===== src/rtl/vend_ctrl.sv =====
// Vending machine controller: accepts coins into a bounded credit, vends a
// selected product through a request/acknowledge dispenser handshake with a
// timeout, and pays change back one unit per acknowledge.
module vend_ctrl #(
  parameter logic [4:0] PRICE0     = 5'd4,
  parameter logic [4:0] PRICE1     = 5'd5,
  parameter logic [4:0] PRICE2     = 5'd7,
  parameter logic [4:0] PRICE3     = 5'd9,
  parameter int         MAX_CREDIT = 15,
  parameter int         TIMEOUT    = 8
) (
  input  logic       Clk,
  input  logic       Reset_n,
  input  logic [1:0] Coin,
  input  logic       Sel_valid,
  input  logic [1:0] Sel,
  input  logic       Cancel,
  output logic       Disp_req,
  output logic [1:0] Disp_id,
  input  logic       Disp_ack,
  output logic       Chg_req,
  input  logic       Chg_ack,
  output logic [4:0] Credit,
  output logic       Coin_rej,
  output logic       Sel_nak,
  output logic       Fault,
  output logic       Busy
);

  localparam logic [1:0] S_IDLE   = 2'd0;
  localparam logic [1:0] S_CREDIT = 2'd1;
  localparam logic [1:0] S_VEND   = 2'd2;
  localparam logic [1:0] S_CHANGE = 2'd3;

  localparam logic [5:0] MAX_C   = 6'(MAX_CREDIT);
  localparam logic [7:0] TO_LAST = 8'(TIMEOUT - 1);

  function automatic logic [4:0] price_of(input logic [1:0] idx);
    case (idx)
      2'd0:    price_of = PRICE0;
      2'd1:    price_of = PRICE1;
      2'd2:    price_of = PRICE2;
      default: price_of = PRICE3;
    endcase
  endfunction

  logic [1:0] state_q, state_d;
  logic [7:0] timer_q, timer_d;
  logic [4:0] credit_d;
  logic [1:0] disp_id_d;
  logic       reject_d, nak_d, fault_d;

  // Coin arithmetic is done one bit wider so the ceiling test cannot wrap.
  logic [5:0] coin_sum;
  logic       coin_ok;
  logic [4:0] coin_add;
  logic [4:0] sel_price;
  logic [5:0] refund_sum;

  assign coin_sum   = {1'b0, Credit} + {4'b0, Coin};
  assign coin_ok    = (Coin != 2'd0) && (coin_sum <= MAX_C);
  assign coin_add   = coin_ok ? coin_sum[4:0] : Credit;
  assign sel_price  = price_of(Sel);
  assign refund_sum = {1'b0, Credit} + {1'b0, price_of(Disp_id)};

  // Next-state and next-credit decision for the four-state controller.
  always_comb begin
    // NOTE: every signal gets a default first so no path leaves one unassigned (no latches).
    state_d   = state_q;
    credit_d  = Credit;
    timer_d   = 8'd0;
    disp_id_d = Disp_id;
    reject_d  = 1'b0;
    nak_d     = 1'b0;
    fault_d   = 1'b0;

    case (state_q)
      S_IDLE: begin
        if (coin_ok) begin
          credit_d = coin_sum[4:0];
          state_d  = S_CREDIT;
        end else begin
          reject_d = (Coin != 2'd0);
        end
      end

      S_CREDIT: begin
        credit_d = coin_add;
        reject_d = (Coin != 2'd0) && !coin_ok;
        if (Cancel) begin
          state_d = S_CHANGE;
        end else if (Sel_valid) begin
          // Affordability uses the registered credit; a same-cycle coin only adds afterwards.
          if (Credit >= sel_price) begin
            credit_d  = coin_add - sel_price;
            disp_id_d = Sel;
            state_d   = S_VEND;
          end else begin
            nak_d = 1'b1;
          end
        end
      end

      S_VEND: begin
        reject_d = (Coin != 2'd0);
        if (Disp_ack) begin
          state_d = (Credit != 5'd0) ? S_CHANGE : S_IDLE;
        end else if (timer_q == TO_LAST) begin
          credit_d = refund_sum[5] ? 5'd31 : refund_sum[4:0];
          fault_d  = 1'b1;
          state_d  = S_CHANGE;
        end else begin
          timer_d = timer_q + 8'd1;
        end
      end

      default: begin
        reject_d = (Coin != 2'd0);
        if (Credit == 5'd0) begin
          state_d = S_IDLE;
        end else if (Chg_ack) begin
          credit_d = Credit - 5'd1;
          if (Credit == 5'd1) state_d = S_IDLE;
        end
      end
    endcase
  end

  // State, credit and all outputs are registered from the next-state decision.
  always_ff @(posedge Clk or negedge Reset_n) begin
    // NOTE: reset clears every register, so an interrupted vend or change is simply dropped.
    if (!Reset_n) begin
      state_q  <= S_IDLE;
      timer_q  <= 8'd0;
      Credit   <= 5'd0;
      Disp_id  <= 2'd0;
      Disp_req <= 1'b0;
      Chg_req  <= 1'b0;
      Busy     <= 1'b0;
      Coin_rej <= 1'b0;
      Sel_nak  <= 1'b0;
      Fault    <= 1'b0;
    end else begin
      // NOTE: non-blocking assignments so every register samples pre-edge values.
      state_q  <= state_d;
      timer_q  <= timer_d;
      Credit   <= credit_d;
      Disp_id  <= disp_id_d;
      Disp_req <= (state_d == S_VEND);
      Chg_req  <= (state_d == S_CHANGE) && (credit_d != 5'd0);
      Busy     <= (state_d == S_VEND) || (state_d == S_CHANGE);
      Coin_rej <= reject_d;
      Sel_nak  <= nak_d;
      Fault    <= fault_d;
    end
  end

endmodule


===== config.mk =====
export PLATFORM = sky130hd
export DESIGN_NAME = vend_ctrl
export DESIGN_NICKNAME = d
export VERILOG_FILES = /design/src/rtl/vend_ctrl.sv
export SDC_FILE = /design/constraint.sdc
export NUM_CORES = 1
export LEC_CHECK = 0
export ABC_AREA = 1
export BUFFER_PORTS_ARGS = -buffer_cell sky130_fd_sc_hd__buf_2
export CAP_MARGIN = 20
export CORE_MARGIN = 3
export CORE_UTILIZATION = 63
export CTS_CLUSTER_SIZE = 24
export DETAILED_ROUTE_END_ITERATION = 10
export HOLD_SLACK_MARGIN = 0.12
export PLACE_DENSITY = 0.88
export SYNTH_ARGS = -nofsm -noshare
export SYNTH_HDL_FRONTEND = slang
export SYNTH_SLANG_ARGS = --single-unit
export TNS_END_PERCENT = 10

===== constraint.sdc =====
create_clock -name Clk -period 5.17 [get_ports Clk]
set_input_delay 0.7755 -clock Clk [delete_from_list [all_inputs] [get_ports Clk]]
set_output_delay 0.7755 -clock Clk [all_outputs]
set_load 0.02 [all_outputs]

==> impl_metrics.py <==
metrics = {
    "status": {
        "status": "complete, no violations",
    },
    "sta": {
        "worst_pin_slew_ps": 484.5,
        "setup_slack_ps": 1804,
        "slew_headroom": 0.6770,
        "clock_skew_ps": 1.136,
        "rsz0062_at_grt": "no",
        "setup_tns_ps": 0,
        "fmax_ghz": 0.2971,
        "setup_viol": 0,
        "hold_viol": 0,
        "post-route-min-period_ps": 3366,
        "slew_viol_final": 0,
        "finalCritPeriodShare": 0.6510,
    },
    "worst_setup_path": {
        "r2r-end": "Chg_req",
        "rrSetupSlack_ps": 1830,
        "startpoint_type": "primary input",
        "path_class": "in -> reg",
        "r2r-start": "Credit[0]",
        "crit_required_ps": 5420,
        "reg2reg_depth": 23,
        "arrival_ps": 3610,
        "critPathMaxFanout": 8,
        "endpoint_kind": "register",
    },
    "route": {
        "num_vias": 1869,
        "post_drt_wl_per_cell_um": 12.36,
        "drt_iter0_drc": 94,
        "dr.pass1.iters": 4,
        "drc_errors": 0,
        "routed_wl_mm": 4.448,
        "final_antenna_net_count": 0,
        "via_per_inst": 5.192,
    },
    "synthesis": {
        "ys_ff_latch": 23,
        "synth_top_cells_by_area": "dfrtp_1, nand2_1, ha_1, inv_1, nand3_1",
        "async_reset_ff_frac": 1.000,
        "seq_area_frac_synth": 0.2838,
        "synth_top_cell_by_area": "dfrtp_1",
        "synth_edf_count": 0,
        "synth.most_common_cell": "nand2_1",
        "synth_top_area_frac": 0.2838,
        "synth_cell_type_count": 34,
        "synthFlopType": "dfrtp_1",
        "synth_cells": 294,
        "synthTopCellsByCount": "nand2_1, inv_1, nor2_1, dfrtp_1, nand3_1",
        "syn_area_sq_mm": 0.002028,
        "syn_nets": 324,
        "ys_warn_count": 0,
        "syn_avg_cell_area_sq_um": 6.899,
    },
    "cells_and_area": {
        "fin_nets": 349,
        "area_growth_syn_to_layout_pct": 8.452,
        "drive_gt1_frac": 0.1447,
        "num_antenna_cells": 0,
        "fin_cells": 360,
    },
    "global_routing": {
        "grt_pass1_wl_mm": 7.859,
        "grt_max_degree": 24,
        "antenna_found_initial": 0,
        "grt_pass1_vias": 1775,
        "grt_overflow": 0,
        "grtUsageTotal": 0.2442,
    },
    "clocking": {
        "numCtsBuffers": 3,
        "ctsHoldBuffers": 0,
        "cts.clk_slew.worst_paths_ps": 120,
        "htreeDepth": 1,
        "worstSkewPairLatency_ps": 310,
        "tritoncts": "yes",
        "cts_root_buffer": "clkbuf_4",
        "cts_resized": 0,
        "clk_path_buf_depth": 2,
        "post_cts_buffers": 0,
        "clock_sinks": 23,
    },
    "pwr": {
        "power_leakage_nw": 1.261,
        "ir_worst_vdd_mv": 0.4663,
        "power.density_mw_per_mm2": 602.0,
    },
    "placed_design": {
        "dp_cells": 356,
        "io_buffers": 22,
        "gp_congestion": 0.9457,
        "place_ws_ps": 1494,
        "dp.final_hpwl_mm": 3.587,
    },
    "floorplanning": {
        "die_x_um": 62.74,
        "core-area_sq_mm": 0.002900,
        "fp.dieH_um": 62.74,
        "dieArea_sq_mm": 0.003936,
        "core.rowCount": 19,
        "ios": 23,
        "initial_utilization": 0.6993,
    },
    "worst_hold_path": {
        "hold_class": "in -> async",
    },
    "flow_run": {
        "maxCapViolCount": 0,
    },
}
worst max path at each step:
stage / startpoint / slack, ps / to
3_5_place_dp: Coin[0] / 1490 / Chg_req
2_1_floorplan: Coin[0] / 1820 / Chg_req
3_3_place_gp: Coin[0] / 1620 / Chg_req
5_1_grt: Credit[0] / 1550 / Chg_req
6_report: Coin[0] / 1800 / Chg_req
4_1_cts: Coin[0] / 1830 / Chg_req
routing by layer:
metal | up-vias | GRT usage | wire length [um]
met4 | 0 | 0.07163 | 82
met3 | 11 | 0.03957 | 303
met5 | - | 0 | 0
li1 | 974 | - | -
met1 | 818 | 0.3383 | 2050
met2 | 66 | 0.3928 | 2012
flip-flops by register name (all words and copies together) (netlist names):
| signal | count |
|---|---|
| state_q | 2 |
| timer_q | 8 |
| Coin_rej | 1 |
| Sel_nak | 1 |
| Fault | 1 |
| Credit | 5 |
| Disp_id | 2 |
| Chg_req | 1 |
| Disp_req | 1 |
| Busy | 1 |
final cells by class:
type | instances | area (sq um)
Multi-Input combinational cell | 216 | 1235
Fill cell | 240 | 700.7
Sequential cell | 23 | 575.6
Inverter | 53 | 198.9
Timing Repair Buffer | 22 | 110.1
Tap cell | 42 | 52.55
Clock buffer | 3 | 22.52
Clock inverter | 1 | 5.005
through the flow:
stage          cell area (sq um)  power [mW]  hold WS (ps)  utilization
3_3_place_gp                2172       1.202         455.0       0.7489
5_1_grt                     2200       1.479         423.1       0.7584
4_1_cts                     2200       1.313         416.6       0.7584
6_report                    2200       1.324         404.7       0.7584
2_1_floorplan               2028       1.013         432.9            -
3_5_place_dp                2172       1.223         450.6       0.7489
cells in the final DEF (no fill, tap or decap), types with 2 or more instances in the layout:
cell type	n
nand3b_1	4
ha_1	17
xor2_1	4
xnor2_1	2
nor2_1	26
buf_2	22
nand2_1	82
nor3_1	6
a21oi_1	11
clkbuf_4	3
inv_1	51
o21ai_1	3
nand2_4	2
nand4_1	3
or2_2	2
a31oi_1	2
a21oi_2	3
o21ai_0	7
dfrtp_1	23
nor2_2	2
nand3_2	2
fa_1	3
nand3_1	22
nand2_2	5
power breakdown:
| part | switching (mW) | internal [mW] |
|---|---|---|
| Combinational | 0.598 | 0.327 |
| Sequential | 0.0858 | 0.234 |
| Clock | 0.0514 | 0.0289 |
cells by family (layout without fill, tap and decap cells):
kind of cell             after synthesis  after routing  synth area share
AO/OA/AOI/OAI                         30             30           0.09130
AND/OR/NAND/NOR                      160            160            0.3572
flip-flops                            23             23            0.2838
XOR/XNOR                               6              6           0.02591
adder cells (fa/ha/maj)               20             20            0.1345
buffers and inverters                 55             79            0.1073
worst max-delay path, cell delays in order:
cell and delay, ps:
buf_2 100, ha_1 210, fa_1 400, nand3_1 120
inv_2 40, nand3_1 90, nand2_2 100, nand2_4 120
nand2_1 80, o21ai_2 70, inv_1 60, ha_1 210
fa_1 410, inv_1 70, a31oi_1 90, nand3_1 110
inv_1 50, nand2_1 50, nand3_1 60, nand2_1 70
nand2_1 70, nand2_1 80, inv_1 50, a21oi_2 130
No activity file was read; power rests on OpenSTA's default activity.
